===== src/rtl/traceback_unit.sv =====
`default_nettype none
// traceback_unit -- Viterbi survivor-path traceback; decoded bits buffered and delivered oldest stage first.
// Revision 1.0
module traceback_unit #(
  parameter int NUM_STATE = 4,
  parameter int TB_DEPTH  = 8
) (
  input  logic                          clk,
  input  logic                          rst,
  input  logic                          en,
  input  logic                          i_en_t,
  input  logic [$clog2(NUM_STATE)-1:0]  i_best_state,
  input  logic [$clog2(TB_DEPTH+1)-1:0] i_td_len,
  output logic                          o_td_rd,
  output logic [$clog2(TB_DEPTH)-1:0]   o_td_addr,
  input  logic [NUM_STATE-1:0]          i_td_data,
  output logic                          o_data,
  output logic                          o_valid,
  input  logic                          i_ready,
  output logic                          o_busy,
  output logic                          o_done
);

  localparam int M  = $clog2(NUM_STATE);
  localparam int AW = $clog2(TB_DEPTH);
  localparam int LW = $clog2(TB_DEPTH + 1);

  localparam logic [2:0] ST_IDLE = 3'd0;
  localparam logic [2:0] ST_ADDR = 3'd1;
  localparam logic [2:0] ST_CALC = 3'd2;
  localparam logic [2:0] ST_OUT  = 3'd3;
  localparam logic [2:0] ST_DONE = 3'd4;

  logic [2:0]          state_q, state_d;
  logic [M-1:0]        s_q, s_d;
  logic [AW-1:0]       t_q, t_d;
  logic [AW-1:0]       k_q, k_d;
  logic [LW-1:0]       len_q, len_d;
  logic [TB_DEPTH-1:0] dec_buf_q;

  logic [LW-1:0]       w_len_sat;
  logic                w_dec_bit;
  logic [M-1:0]        w_pred;
  logic                w_last_k;

  always_comb begin
    w_len_sat = (i_td_len > LW'(TB_DEPTH)) ? LW'(TB_DEPTH) : i_td_len;
    w_dec_bit = i_td_data[s_q];
    // Predecessor: shift the decision bit in as the new LSB, dropping the old MSB.
    w_pred    = M'({s_q, w_dec_bit});
    w_last_k  = (k_q == AW'(len_q - LW'(1)));
  end

  always_comb begin
    state_d = state_q;
    s_d     = s_q;
    t_d     = t_q;
    k_d     = k_q;
    len_d   = len_q;
    if (en) begin
      case (state_q)
        ST_IDLE: begin
          if (i_en_t) begin
            s_d   = i_best_state;
            len_d = w_len_sat;
            k_d   = '0;
            if (w_len_sat != '0) begin
              t_d     = AW'(w_len_sat - LW'(1));
              state_d = ST_ADDR;
            end else begin
              t_d     = '0;
              state_d = ST_DONE;
            end
          end
        end
        ST_ADDR: state_d = ST_CALC;
        ST_CALC: begin
          s_d = w_pred;
          if (t_q == '0) begin
            k_d     = '0;
            state_d = ST_OUT;
          end else begin
            t_d     = t_q - AW'(1);
            state_d = ST_ADDR;
          end
        end
        ST_OUT: begin
          if (i_ready) begin
            if (w_last_k) state_d = ST_DONE;
            else          k_d     = k_q + AW'(1);
          end
        end
        ST_DONE: begin
          if (!i_en_t) state_d = ST_IDLE;
        end
        default: state_d = ST_IDLE;
      endcase
    end
  end

  always_ff @(posedge clk or posedge rst) begin
    if (rst) begin
      state_q <= ST_IDLE;
      s_q     <= '0;
      t_q     <= '0;
      k_q     <= '0;
      len_q   <= '0;
    end else begin
      state_q <= state_d;
      s_q     <= s_d;
      t_q     <= t_d;
      k_q     <= k_d;
      len_q   <= len_d;
    end
  end

  // Decoded-bit buffer carries no reset; OUT only reads entries written by the current block.
  always_ff @(posedge clk) begin
    if (en && (state_q == ST_CALC)) dec_buf_q[t_q] <= s_q[M-1];
  end

  assign o_td_rd   = en && (state_q == ST_ADDR);
  assign o_td_addr = t_q;
  assign o_valid   = (state_q == ST_OUT);
  assign o_data    = o_valid && dec_buf_q[k_q];
  assign o_busy    = (state_q != ST_IDLE) && (state_q != ST_DONE);
  assign o_done    = (state_q == ST_DONE);

`ifndef SYNTHESIS
  a_rd_valid_excl: assert property (@(posedge clk) disable iff (rst) !(o_td_rd && o_valid));
`endif

endmodule
`default_nettype wire


===== config.mk =====
export PLATFORM = sky130hd
export DESIGN_NAME = traceback_unit
export DESIGN_NICKNAME = d
export VERILOG_FILES = /design/src/rtl/traceback_unit.sv
export SDC_FILE = /design/constraint.sdc
export NUM_CORES = 1
export LEC_CHECK = 0
export BUFFER_PORTS_ARGS = -buffer_cell sky130_fd_sc_hd__buf_4
export CAP_MARGIN = 20
export CORE_ASPECT_RATIO = 1.2
export CORE_MARGIN = 4
export CORE_UTILIZATION = 30
export CTS_BUF_LIST = sky130_fd_sc_hd__clkbuf_4 sky130_fd_sc_hd__clkbuf_8 sky130_fd_sc_hd__clkbuf_16
export DETAILED_ROUTE_END_ITERATION = 8
export PLACE_DENSITY = 0.46
export SYNTH_ARGS = -nofsm -noshare
export SYNTH_HDL_FRONTEND = slang
export SYNTH_SLANG_ARGS = --single-unit

===== constraint.sdc =====
create_clock -name clk -period 1.9 [get_ports clk]
set_input_delay 0.095 -clock clk [delete_from_list [all_inputs] [get_ports clk]]
set_output_delay 0.095 -clock clk [all_outputs]
set_load 0.005 [all_outputs]

==> reports/qor.yml, run 1 <==
flow_run:
  cap_violations: 0
synth:
  synth_common_cells: "dfrtp_1, nor2_1, nand2_1"
  synth_flop_cell: "dfrtp_1"
  synth_top_area_frac: 0.257
  synth_area_leader_cell: "dfrtp_1"
  ys_warn_count: 0
  syn_area_per_cell_um2: 10.2
  synth_cell_types: 48
  yosysSeqAreaShare: 0.434
  ys_seq_elements: 22
  synth_area_leaders: "dfrtp_1, edfxtp_1, mux4_2, nor2_1, ha_1"
  synth_nets: 152
  ys_async_sr_fraction: 0.636
  synth_edf_count: 8
  netlist_area_um2: 1360
  netlist_instances: 133
critical_path:
  r2r_slack_ps: 200
  worstPathRequired_ps: 1800
  reg2reg_from: "len_q[0]"
  reg2reg_depth: 6
  cp-start-kind: "register"
  crit_fanout: 5
  end_kind: "primary output"
  worstReg2RegEnd: "k_q[2]"
  cp.arrival_ps: 1620
  crit_type: "reg -> out"
timing:
  timing.hold.ws_ps: 67.1
  slew_headroom: 0.604
  setup_viol: 0
  tightest_slew_ps: 594
  fmax_ghz: 0.584
  period_minus_slack_ps: 1710
  fin_crit_sh: 0.902
  fin_skew_ps: 4.35
  slew_viol_final: 0
  fin_ws_ps: 187
  rsz0062_at_grt: "false"
  fin_setup_tns_ps: 0
  hold_viol_final: 0
finish:
  layoutNonFillerInstCount: 220
  finalNetCount: 184
  drive_gt1_frac: 0.293
  antenna_cells: 0
  syn_to_final_growth_pct: 25.9
  final_core_util: 0.396
  nFillCells: 438
floorplanning:
  fp-row-count: 26
  io_pins: 23
  start_util: 0.315
  die_w_um: 69.5
  core_um2: 4330
  die_h_um: 81.8
  die-area_um2: 5680
grt:
  grt_pass1_vias: 1122
  antenna_found_initial: 0
  grt_max_degree: 15
  grt_pass1_wl_um: 5460
  grtUsageTotal: 0.121
  grt_overflow_total: 0
routing:
  drc_errors: 0
  drt_iter0_drc: 28
  antenna_left: 0
  via_count: 1080
  avgViaCountPerCell: 4.91
  drt_first_pass_iters: 4
  wl_per_cell_um: 14.4
  drt_wl_total_um: 3160
run_status:
  outcome: "finished clean"
placement:
  post-place-ws_ps: 169
  dp.cells: 215
  io_buffers: 22
  gp_congestion: 0.753
  dp_hpwl_um: 2550
min_path:
  worstHoldStart: "i_best_state[1]"
  whs_endpoint: "s_q[1]"
  min_path_type: "in -> reg"
  hold_depth: 3
cts:
  path_clk_slew_ps: 80
  clockBufferDepth: 2
  clkSinkCount: 22
  root_buffer: "clkbuf_8"
  cts_resized: 0
  cts_max_level: 1
  cts_tree: "yes"
  cts_buffers: 3
  clk_latency_ps: 260
power_and_ir_drop:
  power_density_nw_per_um2: 1390
  vdd_ir_drop_max_uv: 502
  p_leak_nw: 0.689
-- cell families (layout without fill, tap and decap cells) --
group / after synthesis / after routing / share of synthesized area
and+or+nand+nor: 60 / 60 / 0.251
DFF: 22 / 22 / 0.434
AOI/OAI and AO/OA: 24 / 24 / 0.124
adders and majority gates: 4 / 4 / 0.0368
buffers and inverters: 13 / 44 / 0.0432
xor gates and xnor gates: 4 / 4 / 0.0377
muxes: 6 / 6 / 0.0735
-- per-stage QoR --
step	instance area (um2)	power [mW]
floorplan	1360	1.56
global placement	1630	1.96
detailed placement	1630	1.97
CTS	1710	2.41
global route	1710	2.57
finish	1710	2.38
-- registers in the layout (all words and copies together), names as in the netlist --
signal	count
s_q	2
len_q	3
k_q	3
dec_buf_q	8
o_td_addr	3
state_q	3
-- critical path: stages, from the launching register on --
cell and delay (ps):
dfrtp_1 490, mux4_2 530, mux2i_1 150, nor2_1 60, buf_4 140
-- per-layer routing --
layer / vias to the layer above / routed length, um / GRT usage
li1: 552 / - / -
met1: 507 / 1450 / 0.148
met2: 19 / 1590 / 0.226
met3: 2 / 95 / 0.0159
met4: 0 / 22 / 0.0293
met5: - / 0 / 0
-- layout make-up --
class                      count  area (um2)  area share
timing repair buffer          31         235       0.137
clock inverter                 1        30.0      0.0175
tap                           56        70.1      0.0409
inverter                       9        35.0      0.0204
multi-input combinational     98         712       0.415
clock buffer                   3        41.3      0.0241
sequential                    22         591       0.345
-- repair_timing --
action,CTS,global route
setup buffers,0,0
setup endpoints to repair,0,0
endpoints found under the hold margin,14,0
hold buffers,1,0
-- placed cells by master, fill, tap and decap left out, types with 3 or more instances in the layout --
| cell | instances |
|---|---|
| buf_4 | 30 |
| nor2_1 | 14 |
| dfrtp_1 | 14 |
| nand2_1 | 10 |
| edfxtp_1 | 8 |
| nor3_1 | 7 |
| nand3_1 | 5 |
| nand2b_1 | 5 |
| inv_1 | 5 |
| a21oi_1 | 4 |
| ha_1 | 4 |
| nor2b_1 | 3 |
| o21ai_1 | 3 |
| inv_2 | 3 |
| nor3b_1 | 3 |
| mux4_2 | 3 |
| clkbuf_8 | 3 |
-- power by group --
group	switching, mW	internal, mW
Clock	0.154	0.281
Sequential	0.191	0.641
Combinational	0.530	0.583
Total	0.875	1.50
-- how the worst max path moves through the flow --
stage                       startpoint  cells after the start           end
after floorplan           o_td_addr[0]                      5  o_td_addr[1]
after global placement      state_q[2]                      4  o_td_addr[1]
after detailed placement      len_q[0]                      6        k_q[0]
after CTS                       k_q[0]                      4        o_data
after global routing        state_q[2]                      5    state_q[0]
final                           k_q[0]                      4        o_data
(Power assumes the default switching activity.)
==> run 2, diff against run 1 <==
- RECOVER_POWER: default -> 50
==> run 2 against run 1 <==
  * Global-route usage stayed put
  * Routed wire length hardly changed
  * Count of clock-buffer cells in the layout stayed put
  * Clock power hardly changed
==> reports/qor.yml, run 2 (synthesis gave the netlist of run 1 again) <==
floorplanning:
  die_w_um: 69.5
  die_h_um: 81.8
  io_pins: 23
  fp-row-count: 26
  core_um2: 4330
  start_util: 0.315
  die-area_um2: 5680
routing:
  antenna_left: 0
  drt_wl_total_um: 3160
  avgViaCountPerCell: 4.92
  drc_errors: 0
  drt_first_pass_iters: 4
  wl_per_cell_um: 14.4
  via_count: 1082
  drt_iter0_drc: 28
finish:
  final_cell_mix: "buf_4, nor2_1, dfrtp_1"
  largest_register_ffs: 8
  largest_register: "dec_buf_q"
  finalNetCount: 184
  antenna_cells: 0
  drive_gt1_frac: 0.280
  syn_to_final_growth_pct: 25.4
  final_common_cell: "buf_4"
critical_path:
  crit_fanout: 5
  worstPathRequired_ps: 1800
  reg2reg_depth: 6
  reg2reg_from: "len_q[0]"
  crit_type: "reg -> out"
  cp-start-kind: "register"
  r2r_slack_ps: 200
  end_kind: "primary output"
  worstReg2RegEnd: "k_q[2]"
  cp.arrival_ps: 1620
timing:
  setup_viol: 0
  slew_headroom: 0.604
  fin_setup_tns_ps: 0
  slew_viol_final: 0
  fin_ws_ps: 187
  fin_crit_sh: 0.902
  period_minus_slack_ps: 1710
  rsz0062_at_grt: "false"
  hold_viol_final: 0
  tightest_slew_ps: 594
  fmax_ghz: 0.584
  fin_skew_ps: 4.34
cts:
  clockBufferDepth: 2
  cts_max_level: 1
  cts_buffers: 3
  clkSinkCount: 22
  clk_latency_ps: 260
  root_buffer: "clkbuf_8"
  cts_resized: 0
  cts_tree: "yes"
  path_clk_slew_ps: 80
power_and_ir_drop:
  power_density_nw_per_um2: 1380
  vdd_ir_drop_max_uv: 501
  p_leak_nw: 0.681
min_path:
  hold_depth: 3
  min_path_type: "in -> reg"
  worstHoldStart: "i_best_state[1]"
  whs_endpoint: "s_q[1]"
flow_run:
  cap_violations: 0
placement:
  post-place-ws_ps: 169
  gp_congestion: 0.753
  io_buffers: 22
  dp_hpwl_um: 2550
grt:
  grt_max_degree: 15
  antenna_found_initial: 0
  grt_overflow_total: 0
  grt_pass1_wl_um: 5460
  grtUsageTotal: 0.121
  grt_pass1_vias: 1122
run_status:
  outcome: "finished clean"
## run 2: changes by cell type in the layout (fill, tap and decap cells not counted), sizes merged
cell	delta
buf	-4
clkbuf	+4
## run 2: timing repair
item | in CTS | in global routing
hold buffers | 1 | 0
hold endpoints to repair | 14 | 0
setup endpoints to repair | 0 | 0
setup buffers | 0 | 0
## run 2: worst max-delay path: stages (launching register included)
cell and delay [ps]:
dfrtp_1 490, mux4_2 530, mux2i_1 150, nor2_1 60
buf_4 140
## run 2: metrics by stage
step	utilization	std cells	hold WS (ps)	instance area, um2	power [mW]
floorplan	-	133	-15.8	1360	1.56
global placement	0.377	215	226	1630	1.96
detailed placement	0.377	215	209	1630	1.97
CTS	0.396	220	72.9	1710	2.41
global route	0.394	220	60.2	1710	2.55
finish	0.394	220	67.2	1710	2.36
## run 2: final cells by class
class | instances | area, um2
well taps | 56 | 70.1
inverters | 9 | 35.0
fillers | 440 | 2620
multi-input cells | 98 | 712
repair buffers | 31 | 228
flip-flops and latches | 22 | 591
clock buffers | 3 | 41.3
clock inverters | 1 | 30.0
## run 2: how the worst max path moves through the flow
stage / startpoint / endpoint / slack (ps) / depth (start not counted)
after CTS: k_q[0] / o_data / 130 / 4
after detailed placement: len_q[0] / k_q[0] / 170 / 6
after floorplan: o_td_addr[0] / o_td_addr[1] / 170 / 5
after global placement: state_q[2] / o_td_addr[1] / 220 / 4
after global routing: state_q[2] / state_q[0] / 40 / 5
final: k_q[0] / o_data / 190 / 4
## run 2: metal layers
layer	up-vias	global-route usage	wire length (um)
met5	-	0	0
met3	2	0.0159	95
li1	553	-	-
met1	508	0.148	1450
met4	0	0.0293	22
met2	19	0.226	1590
## run 2: where the power goes
| group | total, mW | switching, mW | internal [mW] |
|---|---|---|---|
| sequential | 0.830 | 0.190 | 0.641 |
| combinational | 1.09 | 0.529 | 0.563 |
| clock | 0.435 | 0.154 | 0.281 |
